<file path="src/rtl/sif_wa_buffer_pkg.sv">
`default_nettype none
// ============================================================================
// Module   : sif_wa_buffer_pkg
// Brief    : Shared widths and entry type for the SIF WA write buffer.
// Revision : 1.0 - initial release
// ============================================================================
package sif_wa_buffer_pkg;

   localparam int SIF_ADDR_W = 16;
   localparam int SIF_DATA_W = 16;

   typedef struct packed {
      logic [SIF_ADDR_W-1:0] addr;
      logic [SIF_DATA_W-1:0] data;
   } wa_entry_t;

endpackage
`default_nettype wire

</file>
<file path="src/rtl/sif_wa_buffer_sync_fifo.sv">
`default_nettype none
// ============================================================================
// Module   : sif_wa_buffer_sync_fifo
// Brief    : Single-clock FIFO; occupancy tracked in a level register.
// Revision : 1.0 - initial release
// ============================================================================
module sif_wa_buffer_sync_fifo
   import sif_wa_buffer_pkg::*;
#(
   parameter int WIDTH = SIF_ADDR_W + SIF_DATA_W,
   parameter int DEPTH = 8
) (
   input  logic                     clk,
   input  logic                     rst,
   input  logic                     push,
   input  logic [WIDTH-1:0]         wr_data,
   input  logic                     pop,
   output logic [WIDTH-1:0]         rd_data,
   output logic [$clog2(DEPTH):0]   level,
   output logic                     full,
   output logic                     empty
);

   localparam int c_PTR_W = $clog2(DEPTH);
   localparam int c_LVL_W = c_PTR_W + 1;

   logic [WIDTH-1:0]   r_mem [DEPTH];
   logic [c_PTR_W-1:0] r_wr_ptr;
   logic [c_PTR_W-1:0] r_rd_ptr;
   logic [c_LVL_W-1:0] r_level;

   always_ff @(posedge clk) begin
      if (rst) begin
         r_wr_ptr <= '0;
         r_rd_ptr <= '0;
         r_level  <= '0;
      end else begin
         if (push) r_wr_ptr <= r_wr_ptr + c_PTR_W'(1);
         if (pop)  r_rd_ptr <= r_rd_ptr + c_PTR_W'(1);
         r_level <= r_level + c_LVL_W'(push) - c_LVL_W'(pop);
      end
   end

   // Storage is not reset; only slots behind a nonzero level are ever read out.
   always_ff @(posedge clk) begin
      if (push) r_mem[r_wr_ptr] <= wr_data;
   end

   assign rd_data = r_mem[r_rd_ptr];
   assign level   = r_level;
   assign full    = (r_level == c_LVL_W'(DEPTH));
   assign empty   = (r_level == '0);

endmodule
`default_nettype wire

</file>
<file path="src/rtl/sif_wa_buffer.sv">
`default_nettype none
// ============================================================================
// Module   : sif_wa_buffer
// Brief    : Buffers SIF WA writes and replays them over valid/ready.
// Revision : 1.0 - initial release
// ============================================================================
module sif_wa_buffer
   import sif_wa_buffer_pkg::*;
#(
   parameter int DEPTH  = 8,
   parameter int ADDR_W = SIF_ADDR_W,
   parameter int DATA_W = SIF_DATA_W,
   parameter int CNT_W  = 8
) (
   input  logic                     clk,
   input  logic                     rst,
   input  logic                     wa_wr_s,
   input  logic [ADDR_W-1:0]        wa_addr,
   input  logic [DATA_W-1:0]        wa_data_wr,
   output logic                     out_valid,
   input  logic                     out_ready,
   output logic [ADDR_W-1:0]        out_addr,
   output logic [DATA_W-1:0]        out_data,
   output logic [$clog2(DEPTH):0]   level,
   output logic                     full,
   output logic                     empty,
   output logic                     overflow,
   output logic [CNT_W-1:0]         drop_cnt,
   input  logic                     ovf_clr
);

   localparam int c_ENT_W = ADDR_W + DATA_W;

   logic [c_ENT_W-1:0] w_head;
   logic               w_push;
   logic               w_pop;
   logic               w_drop;
   logic               r_overflow;
   logic [CNT_W-1:0]   r_drop_cnt;

   // A full buffer still accepts a write in the cycle its head is popped.
   assign w_pop  = out_valid & out_ready;
   assign w_push = !rst & wa_wr_s & (!full | w_pop);
   assign w_drop = wa_wr_s & full & !w_pop;

   sif_wa_buffer_sync_fifo #(
      .WIDTH (c_ENT_W),
      .DEPTH (DEPTH)
   ) u_fifo (
      .clk     (clk),
      .rst     (rst),
      .push    (w_push),
      .wr_data ({wa_addr, wa_data_wr}),
      .pop     (w_pop),
      .rd_data (w_head),
      .level   (level),
      .full    (full),
      .empty   (empty)
   );

   always_ff @(posedge clk) begin
      if (rst) begin
         r_overflow <= 1'b0;
         r_drop_cnt <= '0;
      end else if (w_drop) begin
         // A drop outranks a coincident clear: the new drop is counted from 1.
         r_overflow <= 1'b1;
         if (ovf_clr)
            r_drop_cnt <= CNT_W'(1);
         else if (r_drop_cnt != '1)
            r_drop_cnt <= r_drop_cnt + CNT_W'(1);
      end else if (ovf_clr) begin
         r_overflow <= 1'b0;
         r_drop_cnt <= '0;
      end
   end

   assign out_valid = !empty;
   assign out_addr  = out_valid ? w_head[c_ENT_W-1:DATA_W] : '0;
   assign out_data  = out_valid ? w_head[DATA_W-1:0]       : '0;
   assign overflow  = r_overflow;
   assign drop_cnt  = r_drop_cnt;

endmodule
`default_nettype wire

</file>
<file path="config.mk">
export PLATFORM = sky130hd
export DESIGN_NAME = sif_wa_buffer
export DESIGN_NICKNAME = d
export VERILOG_FILES = /design/src/rtl/sif_wa_buffer_pkg.sv /design/src/rtl/sif_wa_buffer_sync_fifo.sv /design/src/rtl/sif_wa_buffer.sv
export SDC_FILE = /design/constraint.sdc
export NUM_CORES = 1
export LEC_CHECK = 0
export BUFFER_PORTS_ARGS = -buffer_cell sky130_fd_sc_hd__buf_2
export CORE_MARGIN = 4
export CORE_UTILIZATION = 60
export DETAILED_ROUTE_END_ITERATION = 12
export PLACE_DENSITY = 0.86
export SLEW_MARGIN = 40
export SYNTH_ARGS = -nofsm -noshare
export SYNTH_HDL_FRONTEND = slang
export SYNTH_HIERARCHICAL = 1
export SYNTH_SLANG_ARGS = --single-unit
</file>
<file path="constraint.sdc">
create_clock -name clk -period 5.11 [get_ports clk]
set_input_delay 1.022 -clock clk [delete_from_list [all_inputs] [get_ports clk]]
set_output_delay 1.022 -clock clk [all_outputs]
set_load 0.01 [all_outputs]
</file>
==> reports/metrics.cfg, run 1 <==
[timing]
hold_ws_ns = 0.471
hold_violations = 0
setup_violations = 0
maxSlewHeadroom_pct = 53.9
min_period_over_period_pct = 77.8
finalClockSkew_ns = 0.00695
worst-slew-pin-transition_ns = 0.689
period_needed_ns = 3.97
rsz0062_at_grt = false
slew_violations = 0
fmax_mhz = 252
tns_ns = 0

[synthesis]
synth_flop_cell = edfxtp_1
syn-cell-area_um2 = 11100
yosysWarnings = 6
syn_inst = 534
syn_nets = 581
ys_types = 44
syn-mean-instance-area_um2 = 20.8
synth_seq_cells = 278
synth_edf_count = 256
synthArstFlopShare_pct = 0
yosysSeqAreaShare_pct = 73.3

[cts]
ctsRootBufferMaster = clkbuf_16
htree_levels = 1
cts_tree = done
hold_buffers = 0
cts_buffer_depth = 3
clkLatencyLatePin_ns = 0.52
numCtsBuffers = 26
clkTransAtPathRegs_ns = 0.06
numClockSinks = 278
cts_setup_buffers = 0
cts_resized = 0

[grt]
antenna_found_initial = 2
first_global_vias = 5814
grt-ovfl-total = 0
grt_pass1_wl_mm = 34.0
grtUsageTotal_pct = 21.9
grt_max_degree = 65

[critical_path]
rrSetupSlack_ns = 1.95
cp-end-kind = output pin
path_class = reg -> out
endpoint = out_data[9]
required_ns = 4.09
start_kind = register
regToRegStartpoint = u_fifo/level[2]$_SDFF_PP0_
r2r-end = u_fifo/r_mem[1][2]$_DFFE_PP_
cp.arrival_ns = 2.95
critPathMaxFanout = 34
r2r_cells = 8

[floorplan]
dieHeight_um = 144
coreArea_um2 = 18100
die_x_um = 144
start_util_pct = 61.3
ios = 85
dieArea_um2 = 20700
num_rows = 49

[detailed_routing]
routed-via-count = 5435
drtAntennaViolNets = 0
routed_wl_mm = 21.8
routedWlPerCell_um = 24.6
dr.first_iter.drc_count = 418
drt_first_pass_iters = 4
drc_errors = 0
vias_per_cell = 6.14

[min_path]
min_path_type = reg -> reg

[placed_design]
place_congestion = 0.764
place_hpwl_mm = 12.9
port_buffers = 84

[final_layout]
antenna_cells = 0
num-nets-final = 683
syn_to_final_growth_pct = 15.3
drive_gt1_share_pct = 32.3

[flow_run]
max_cap_viol_count = 0

[outcome]
status = finished clean

[power_and_ir_drop]
p_per_area_nw_per_um2 = 449
cellLeakagePower_nw = 4.29
peakVddDrop_uv = 431

[worst max-delay path, stage by stage (launching register included)]
cell and delay [ns]:
dfxtp_4 0.77, buf_4 0.42, mux4_1 0.63, mux2_2 0.29, nor2b_1 0.14, buf_2 0.17
[worst min-delay path by stage]
stage	startpoint	end	slack [ns]	depth (start not counted)
after global routing	overflow$_SDFFE_PP0P_	overflow$_SDFFE_PP0P_	0.49	2
after detailed placement	overflow$_SDFFE_PP0P_	overflow$_SDFFE_PP0P_	0.47	2
after CTS	overflow$_SDFFE_PP0P_	overflow$_SDFFE_PP0P_	0.47	2
after global placement	overflow$_SDFFE_PP0P_	overflow$_SDFFE_PP0P_	0.46	2
final	overflow$_SDFFE_PP0P_	overflow$_SDFFE_PP0P_	0.47	2
after floorplan	u_fifo/r_rd_ptr[2]$_SDFFE_PP0P_	register	0.48	2
[cells in the final DEF (no fill, tap or decap), types with 3 or more instances in the layout]
cell type  Yosys  final
a21oi_1        9      9
and2b_1        3      3
buf_2          7     84
buf_4          0      7
buf_8          0      5
bufinv_16      0      4
clkbuf_1       8      6
clkbuf_16      0     27
clkbuf_2       0      3
clkbuf_8       0      3
dfxtp_1       22     19
edfxtp_1     256    256
ha_1           9      9
inv_1         10     10
mux2_2        32     32
mux4_1        40     40
mux4_2        24     24
nand2_1        7      7
nand2b_1       6      6
nand3_1        6      6
nor2_1        19     13
nor2_4         0      6
nor2b_1       30     30
xor2_1         3      3
[sequential cells by signal (all words and copies together), names as in the netlist, named ones only]
register,count
u_fifo/r_rd_ptr,3
u_fifo/level,4
u_fifo/r_mem,256
overflow,1
u_fifo/r_wr_ptr,3
drop_cnt,8
[through the flow]
step                util [%]  std cells  total power (W)  worst slack (ns)  cell area [um^2]
finish                  70.7        885          0.00574              1.14             12800
global route            70.7        885          0.00598             0.960             12800
CTS                     70.7        885          0.00580              1.08             12800
detailed placement      65.7        837          0.00379              1.60             11900
global placement        65.1        831          0.00375              1.60             11800
floorplan                  -        534          0.00341             0.546             11100
[where the power goes]
part	internal (W)	total (W)	switching, W	leakage [nW]
Clock	0.00122	0.00199	0.000772	0.440
Combinational	0.000540	0.00107	0.000525	1.36
Sequential	0.00256	0.00268	0.000121	2.49
[kinds of logic (layout without fill, tap and decap cells)]
group                      count (synthesis)  count (layout)  synth area share (%)
AOI/OAI and AO/OA                         21              21                  1.21
and+or+nand+nor                           87              87                  4.40
xor gates and xnor gates                   5               5                 0.395
DFF                                      278             278                  73.3
muxes                                     98              98                  17.8
adders and majority gates                 10              10                  1.20
buffers and inverters                     35             157                  1.74
[final cells by class]
cell class / instances / area (um^2)
Inverter: 11 / 41.3
Fill cell: 1037 / 5300
Clock inverter: 9 / 149
Multi-Input combinational cell: 221 / 2830
Tap cell: 229 / 287
Clock buffer: 39 / 754
Sequential cell: 278 / 8140
Timing Repair Buffer: 98 / 587
[Yosys cell counts, types with 2 or more instances]
| library cell | n | area share (%) |
|---|---|---|
| edfxtp_1 | 256 | 69 |
| mux4_1 | 40 | 9.5 |
| mux2_2 | 32 | 3.2 |
| nor2b_1 | 30 | 1.7 |
| mux4_2 | 24 | 4.9 |
| dfxtp_1 | 22 | 4.0 |
| nor2_1 | 19 | 0.64 |
| inv_1 | 10 | 0.34 |
| a21oi_1 | 9 | 0.41 |
| ha_1 | 9 | 1.0 |
| clkbuf_1 | 8 | 0.27 |
| buf_2 | 7 | 0.32 |
| buf_6 | 7 | 0.71 |
| nand2_1 | 7 | 0.24 |
| nand2b_1 | 6 | 0.34 |
| nand3_1 | 6 | 0.27 |
| and2b_1 | 3 | 0.20 |
| nor3_1 | 3 | 0.14 |
| xor2_1 | 3 | 0.24 |
| a211oi_1 | 2 | 0.14 |
| buf_1 | 2 | 0.068 |
| mux2i_1 | 2 | 0.18 |
| nor3b_1 | 2 | 0.14 |
| o21a_1 | 2 | 0.14 |
| o21ai_0 | 2 | 0.090 |
| or3_1 | 2 | 0.11 |
| xnor2_1 | 2 | 0.16 |
[routing by layer]
metal,global-route usage (%),part of all wire [%]
met1,29.4,39
met4,5.60,1.7
met3,3.13,5.4
met5,0,0.12
met2,38.3,54
(Power assumes the default switching activity.)
==> run 2, diff against run 1 <==
- ABC_AREA: default -> 1
- CORE_UTILIZATION: 60 -> 55
- PLACE_DENSITY: 0.86 -> 0.82
- clock period: 5.11 -> 3.5 ns (I/O delays scaled with it)
==> run 2 against run 1 <==
Core utilization fell by 7.7 points. Cell count rose by 95%. Critical path type unchanged. Count of clock-buffer cells in the layout did not move. Critical endpoint is now out_addr[5]. Synthesized cell count rose to 2.5 times the previous value.
==> reports/metrics.cfg, run 2 <==
[cts]
clkLatencyLatePin_ns = 0.54  ; was 0.52 ns
numCtsBuffers = 29  ; was 26
cts_setup_buffers = 0  ; unchanged
numClockSinks = 278  ; unchanged
hold_buffers = 0  ; unchanged
cts_resized = 0  ; unchanged
clkTransAtPathRegs_ns = 0.06  ; about the same
ctsRootBufferMaster = clkbuf_16  ; unchanged
cts_tree = done  ; unchanged
cts_buffer_depth = 3  ; unchanged
htree_levels = 1  ; unchanged

[power_and_ir_drop]
peakVddDrop_uv = 523  ; was 431 uV
cellLeakagePower_nw = 6.75  ; was 4.29 nW
p_per_area_nw_per_um2 = 672  ; was 449 nW/um^2
power.total_w = 0.00958  ; was 0.00574 W

[final_layout]
final_util_pct = 63.0  ; was 70.7%
seq_area_um2 = 8130  ; was 8140 um^2
num-nets-final = 1469  ; was 683
syn_to_final_growth_pct = 12.9  ; was 15.3%
layout_commonest_cell = nand2_1  ; was edfxtp_1
drive_gt1_share_pct = 11.6  ; was 32.3%
antenna_cells = 0  ; unchanged
n_fill_cell = 1700  ; was 1037
largest_register_ffs = 256  ; unchanged
multi_input_area_um2 = 3030  ; was 2830 um^2
largest_register = u_fifo/r_mem  ; unchanged
layout_common_cells = nand2_1, inv_1, edfxtp_1  ; was edfxtp_1, buf_2, mux4_1

[critical_path]
r2r_cells = 10  ; was 8
cp-end-kind = output pin  ; unchanged
required_ns = 2.80  ; was 4.09 ns
regToRegStartpoint = u_fifo/level[2]$_SDFF_PP0_  ; unchanged
critPathBufInv = 4  ; was 2
path_class = reg -> out  ; unchanged
critPathMaxFanout = 53  ; was 34
r2r-end = u_fifo/r_mem[4][1]$_DFFE_PP_  ; was u_fifo/r_mem[1][2]$_DFFE_PP_
cpPeakStageDelay_ns = 0.42  ; was 0.77 ns
rrSetupSlack_ns = 0.78  ; was 1.95 ns
start_kind = register  ; unchanged
crit_family = buffers and inverters  ; was multiplexers
crit_top_cell = nand2_1
crit_chain = inv_4 -> buf_4 -> nand2_1 -> nand3_1 -> nand2_1 -> nand2_1 -> nand2_1 -> inv_1 -> nor2_1 -> buf_2  ; was buf_4 -> mux4_1 -> mux2_2 -> nor2b_1 -> buf_2
cp.arrival_ns = 2.33  ; was 2.95 ns
slowest_stage = inv_4  ; was dfxtp_4

[synthesis]
synth_seq_cells = 278  ; unchanged
yosysWarnings = 6  ; unchanged
syn_nets = 1387  ; was 581
synth_area_leaders = edfxtp_1, nand2_1, inv_1, nand3_1, dfxtp_1  ; was edfxtp_1, mux4_1, mux4_2, dfxtp_1, mux2_2
syn-cell-area_um2 = 12600  ; was 11100 um^2
ys_types = 30  ; was 44
syn-mean-instance-area_um2 = 9.43  ; was 20.8 um^2
synthArstFlopShare_pct = 0  ; unchanged
synth_largest_area_cell = edfxtp_1  ; unchanged
synth.cells.most_frequent = nand2_1, inv_1, edfxtp_1  ; was edfxtp_1, mux4_1, mux2_2
synth_edf_count = 256  ; unchanged
yosysTopAreaCellShare_pct = 60.9  ; was 69.3%
yosysSeqAreaShare_pct = 64.3  ; was 73.3%
synth_flop_cell = edfxtp_1  ; unchanged
yosysMostFrequentCell = nand2_1  ; was edfxtp_1
syn_inst = 1340  ; was 534

[floorplan]
start_util_pct = 55.8  ; was 61.3%
num_rows = 55  ; was 49
coreArea_um2 = 22600  ; was 18100 um^2
die_x_um = 160  ; was 144 um
dieHeight_um = 160  ; was 144 um
dieArea_um2 = 25500  ; was 20700 um^2
ios = 85  ; unchanged

[timing]
tns_ns = 0  ; unchanged
worst_slack_ns = 0.468  ; was 1.14 ns
setup_violations = 0  ; unchanged
hold_violations = 0  ; unchanged
rsz0062_at_grt = false  ; unchanged
period_needed_ns = 3.03
maxSlewHeadroom_pct = 44.4  ; was 53.9%
min_period_over_period_pct = 86.6
hold_ws_ns = 0.432  ; was 0.471 ns
slew_violations = 0  ; unchanged
fmax_mhz = 330
finalClockSkew_ns = 0.0141  ; was 0.00695 ns
worst-slew-pin-transition_ns = 0.834  ; was 0.689 ns

[grt]
grt_pass1_wl_mm = 43.7  ; was 34.0 mm
grtUsageTotal_pct = 21.0  ; was 21.9%
grt_max_degree = 129  ; was 65
first_global_vias = 8635  ; was 5814
grt-ovfl-total = 0  ; unchanged
antenna_found_initial = 1  ; was 2

[placed_design]
place_congestion = 0.840  ; was 0.764
place_hpwl_mm = 16.0  ; was 12.9 mm
port_buffers = 84  ; unchanged
post-place-ws_ns = 0.622  ; was 1.60 ns

[min_path]
min_to = u_fifo/r_mem[5][19]$_DFFE_PP_  ; was overflow$_SDFFE_PP0P_
hold_start = wa_addr[3]  ; was overflow$_SDFFE_PP0P_
hold_depth = 1  ; was 2
min_path_type = in -> reg  ; was reg -> reg

[detailed_routing]
vias_per_cell = 5.03  ; was 6.14
routed-via-count = 8694  ; was 5435
drt_first_pass_iters = 5  ; was 4
drc_errors = 0  ; unchanged
dr.first_iter.drc_count = 827  ; was 418
drtAntennaViolNets = 0  ; unchanged
routedWlPerCell_um = 15.6  ; was 24.6 um
routed_wl_mm = 27.0  ; was 21.8 mm

[outcome]
status = finished clean  ; unchanged

[flow_run]
max_cap_viol_count = 0  ; unchanged

==> run 2: cell types whose count changed in the layout (fill, tap and decap cells not counted), moves of 5 or more <==
| cell | change |
|---|---|
| mux2_2 | -32 |
| nand2b_1 | -6 |
| nand2_1 | +439 |
| mux4_1 | -40 |
| nor2_1 | +38 |
| nand3_1 | +131 |
| nor2b_1 | -30 |
| buf_12 | +9 |
| mux4_2 | -24 |
| inv_1 | +306 |
| buf_8 | -5 |
==> run 2: cells by family (layout without fill, tap and decap cells) <==
logic type	Yosys count	count (layout)	synth area share, %
simple gates	656	656	21.3
buf+inv	372	475	12.2
flops	278	278	64.3
compound gates	22	22	0.951
fa+ha+maj	10	10	1.05
xor+xnor	2	2	0.139
==> run 2: layout make-up <==
type | count | area share (%)
repair buffers | 104 | 4.79
well taps | 285 | 2.50
clock buffers | 39 | 5.35
clock inverters | 13 | 0.641
multi-input cells | 690 | 21.2
inverters | 319 | 8.42
flip-flops and latches | 278 | 57.1
==> run 2: per-layer routing <==
layer	up-vias	track usage, %	part of all wire (%)
met1	4053	27.0	40
met4	2	6.43	2.8
met5	-	0	0.048
met3	51	3.39	6.9
li1	4287	-	-
met2	301	36.7	50
==> run 2: worst max path at each step <==
stage	endpoint	from	cells past startpoint
final	out_addr[5]	register	10
after global routing	out_addr[6]	register	10
after CTS	out_addr[7]	register	10
after detailed placement	u_fifo/r_mem[5][8]$_DFFE_PP_	rst	7
after global placement	u_fifo/r_mem[5][8]$_DFFE_PP_	rst	7
after floorplan	u_fifo/r_mem[0][0]$_DFFE_PP_	u_fifo/level[2]$_SDFF_PP0_	10
==> run 2: through the flow <==
stage	cells	cell area, um^2
floorplan	1340	12600
global placement	1676	13400
detailed placement	1676	13400
CTS	1728	14300
global route	1728	14300
finish	1728	14300
==> run 2: worst reg2reg max path, delay by kind of cell, from the launching register on <==
kind | cells | cell delay [ns]
and+or+nand+nor | 4 | 1.09
buffers and inverters | 4 | 0.56
DFF | 1 | 0.33
AOI/OAI and AO/OA | 1 | 0.26
adders and majority gates | 1 | 0.19
==> run 2: power by group <==
| group | leakage (nW) | switching (W) | internal (W) |
|---|---|---|---|
| clock | 0.419 | 0.00119 | 0.00159 |
| combinational | 3.84 | 0.00200 | 0.000982 |
| sequential | 2.49 | 0.0000662 | 0.00375 |
| total | 6.75 | 0.00325 | 0.00632 |
==> run 3, diff against run 2 <==
--- a/config.mk
+++ b/config.mk
@@ -10,3 +10,3 @@
 export CORE_MARGIN = 4
-export CORE_UTILIZATION = 55
+export CORE_UTILIZATION = 54
 export DETAILED_ROUTE_END_ITERATION = 12
@@ -16,3 +16,2 @@
 export SYNTH_HDL_FRONTEND = slang
-export SYNTH_HIERARCHICAL = 1
 export SYNTH_SLANG_ARGS = --single-unit
--- a/constraint.sdc
+++ b/constraint.sdc
@@ -3,2 +3,2 @@
 set_output_delay 0.7 -clock clk [all_outputs]
-set_load 0.01 [all_outputs]
+set_load 0.02 [all_outputs]
==> run 3 against run 2 <==
Critical path depth shrank 4. Area after synthesis is 11% lower. Core utilization up 0.15 points. Count of clock-buffer cells in the layout is 7 lower. Critical path type unchanged. Largest power group unchanged. Clock power is essentially flat. Non-clock buffer count is 4 higher. Setup slack worse by 0.017 ns.
==> reports/metrics.cfg, run 3 <==
[timing]
slew_violations = 0  ; unchanged
setup_violations = 0  ; unchanged
min_period_over_period_pct = 87.1  ; was 86.6%
maxSlewHeadroom_pct = 63.6  ; was 44.4%
period_needed_ns = 3.05  ; was 3.03 ns
fmax_mhz = 328  ; was 330 MHz
hold_ws_ns = 0.438  ; was 0.432 ns
worst_slack_ns = 0.450  ; was 0.468 ns
finalClockSkew_ns = 0.00891  ; was 0.0141 ns
rsz0062_at_grt = false  ; unchanged
hold_violations = 0  ; unchanged
worst-slew-pin-transition_ns = 0.547  ; was 0.834 ns

[synthesis]
yosys.area_share.xor_xnor_pct = 0.156  ; was 0.139%
synth_seq_cells = 278  ; unchanged
synth_flop_cell = edfxtp_1  ; unchanged
yosysSeqAreaShare_pct = 72.6  ; was 64.3%
synth_largest_area_cell = edfxtp_1  ; unchanged
synthMuxAreaShare_pct = 0  ; unchanged
syn_inst = 919  ; was 1340
synth-compound-area-share_pct = 10.9  ; was 0.951%
syn-cell-area_um2 = 11200  ; was 12600 um^2
synthArstFlopShare_pct = 0  ; unchanged
synth.cells.most_frequent = edfxtp_1, nor2_1, o21ai_0  ; was nand2_1, inv_1, edfxtp_1
syn_nets = 965  ; was 1387
synthAdderAreaFrac_pct = 1.07  ; was 1.05%
yosysTopAreaCellShare_pct = 68.6  ; was 60.9%
ys_types = 29  ; was 30
yosysWarnings = 0  ; was 6
syn-mean-instance-area_um2 = 12.2  ; was 9.43 um^2
yosysMostFrequentCell = edfxtp_1  ; was nand2_1
synth-simple-area-share_pct = 11.6  ; was 21.3%
synth_edf_count = 256  ; unchanged
synth_top_family_by_area = simple AND/OR/NAND/NOR gates  ; unchanged
synth_area_leaders = edfxtp_1, nor2_1, o21ai_0, dfxtp_1, nand2_1  ; was edfxtp_1, nand2_1, inv_1, nand3_1, dfxtp_1

[detailed_routing]
routed_wl_mm = 24.3  ; was 27.0 mm
dr.first_iter.drc_count = 675  ; was 827
drc_errors = 0  ; unchanged
drt_first_pass_iters = 5  ; unchanged
routed-via-count = 7375  ; was 8694
vias_per_cell = 5.69  ; was 5.03
drtAntennaViolNets = 0  ; unchanged
routedWlPerCell_um = 18.7  ; was 15.6 um

[power_and_ir_drop]
clkPwrFrac_pct = 29.7  ; was 29.1%
peakVddDrop_uv = 445  ; was 523 uV
p_sw_share_pct = 33.7  ; was 34.0%
seqPwrFrac_pct = 41.3  ; was 39.8%
p_per_area_nw_per_um2 = 724  ; was 672 nW/um^2
intPower_w = 0.00615  ; was 0.00632 W
power.total_w = 0.00928  ; was 0.00958 W
combPwrFrac_pct = 29.1  ; was 31.1%
power_switching_w = 0.00313  ; was 0.00325 W
cellLeakagePower_nw = 4.56  ; was 6.75 nW

[final_layout]
syn_to_final_growth_pct = 14.4  ; was 12.9%
num-nets-final = 1051  ; was 1469
layout_commonest_cell = edfxtp_1  ; was nand2_1
drive_gt1_share_pct = 16.2  ; was 11.6%
largest_register_ffs = 256  ; unchanged
largest_register = u_fifo.r_mem  ; was u_fifo/r_mem
layout_common_cells = edfxtp_1, nor2_1, o21ai_0  ; was nand2_1, inv_1, edfxtp_1

[grt]
grt-ovfl-total = 0  ; unchanged
first_global_vias = 7192  ; was 8635
grt_max_degree = 129  ; unchanged
grtUsageTotal_pct = 20.3  ; was 21.0%
antenna_found_initial = 1  ; unchanged
grt_pass1_wl_mm = 38.0  ; was 43.7 mm

[cts]
hold_buffers = 0  ; unchanged
cts_buffer_depth = 3  ; unchanged
numClockSinks = 278  ; unchanged
clkTransAtPathRegs_ns = 0.06  ; about the same
ctsRootBufferMaster = clkbuf_16  ; unchanged
cts_resized = 0  ; unchanged
htree_levels = 1  ; unchanged
cts_setup_buffers = 0  ; unchanged
clkLatencyLatePin_ns = 0.53  ; was 0.54 ns
cts_tree = done  ; unchanged
numCtsBuffers = 28  ; was 29

[floorplan]
dieHeight_um = 152  ; was 160 um
die_x_um = 152  ; was 160 um
dieArea_um2 = 23100  ; was 25500 um^2
coreArea_um2 = 20300  ; was 22600 um^2
ios = 85  ; unchanged
start_util_pct = 55.2  ; was 55.8%
num_rows = 52  ; was 55

[placed_design]
place_congestion = 0.752  ; was 0.840
place_hpwl_mm = 13.7  ; was 16.0 mm
port_buffers = 84  ; unchanged
post-place-ws_ns = 1.04  ; was 0.622 ns

[flow_run]
max_cap_viol_count = 0  ; unchanged

[critical_path]
start_kind = register  ; unchanged
cp-end-kind = output pin  ; unchanged
required_ns = 2.80  ; about the same
critPathMaxFanout = 23  ; was 53
path_class = reg -> out  ; unchanged
cp.arrival_ns = 2.35  ; was 2.33 ns
regToRegStartpoint = u_fifo.level[2]$_SDFF_PP0_  ; was u_fifo/level[2]$_SDFF_PP0_

[min_path]
hold_start = wa_addr[4]  ; was wa_addr[3]
min_path_type = in -> reg  ; unchanged

[outcome]
status = finished clean  ; unchanged

run 3: through the flow:
| stage | TNS, ns | instance area, um^2 | utilization (%) | instances |
|---|---|---|---|---|
| floorplan | -40.61 | 11200 | - | 919 |
| global placement | 0 | 12000 | 58.9 | 1245 |
| detailed placement | 0 | 12000 | 58.9 | 1245 |
| CTS | 0 | 12800 | 63.1 | 1295 |
| global route | 0 | 12800 | 63.1 | 1295 |
| finish | 0 | 12800 | 63.1 | 1296 |
run 3: cell families after synthesis:
group                    count (synthesis)
flip-flops                             278
AO/OA/AOI/OAI                          219
AND/OR/NAND/NOR                        333
buffers and inverters                   78
XOR/XNOR                                 2
adder cells (fa/ha/maj)                  9
run 3: worst paths after layout:
check | slack, ns | cells past startpoint | end
setup / recovery | 0.45 | 6 | out_data[11]
hold / removal | 0.44 | 1 | u_fifo.r_mem[5][20]$_DFFE_PP_
setup reg to reg | 1.09 | 10 | u_fifo.r_mem[2][2]$_DFFE_PP_
hold reg to reg | 0.46 | 2 | register
run 3: power groups by stage:
| stage | Sequential [W] | Clock, W | Combinational (W) |
|---|---|---|---|
| after floorplan | 0.00389 | 0 | 0.00189 |
| after global placement | 0.00389 | 0 | 0.00262 |
| after detailed placement | 0.00390 | 0 | 0.00269 |
| after CTS | 0.00383 | 0.00279 | 0.00272 |
| after global routing | 0.00384 | 0.00294 | 0.00299 |
| final | 0.00383 | 0.00275 | 0.00270 |
run 3: final cells by class:
class | count | area (um^2)
diodes | 1 | 2.50
clock buffers | 32 | 737
clock inverters | 18 | 118
fillers | 1505 | 7490
inverters | 26 | 98.8
multi-input cells | 563 | 2710
flip-flops and latches | 278 | 8130
well taps | 270 | 338
repair buffers | 108 | 676
run 3: critical path, cell delays in order (launching register included):
cell,delay (ns)
dfxtp_2,0.61
buf_4,0.35
o21ai_0,0.14
o22ai_1,0.22
nor2_1,0.06
nor2_1,0.21
buf_2,0.21
run 3: routing by layer:
metal  vias to the layer above  wire [um]  track usage [%]
met2                       294      12300             35.0
met4                         2        548             6.64
met3                        44       1650             3.27
li1                       3449          -                -
met1                      3586       9750             26.6
met5                         -         12                0
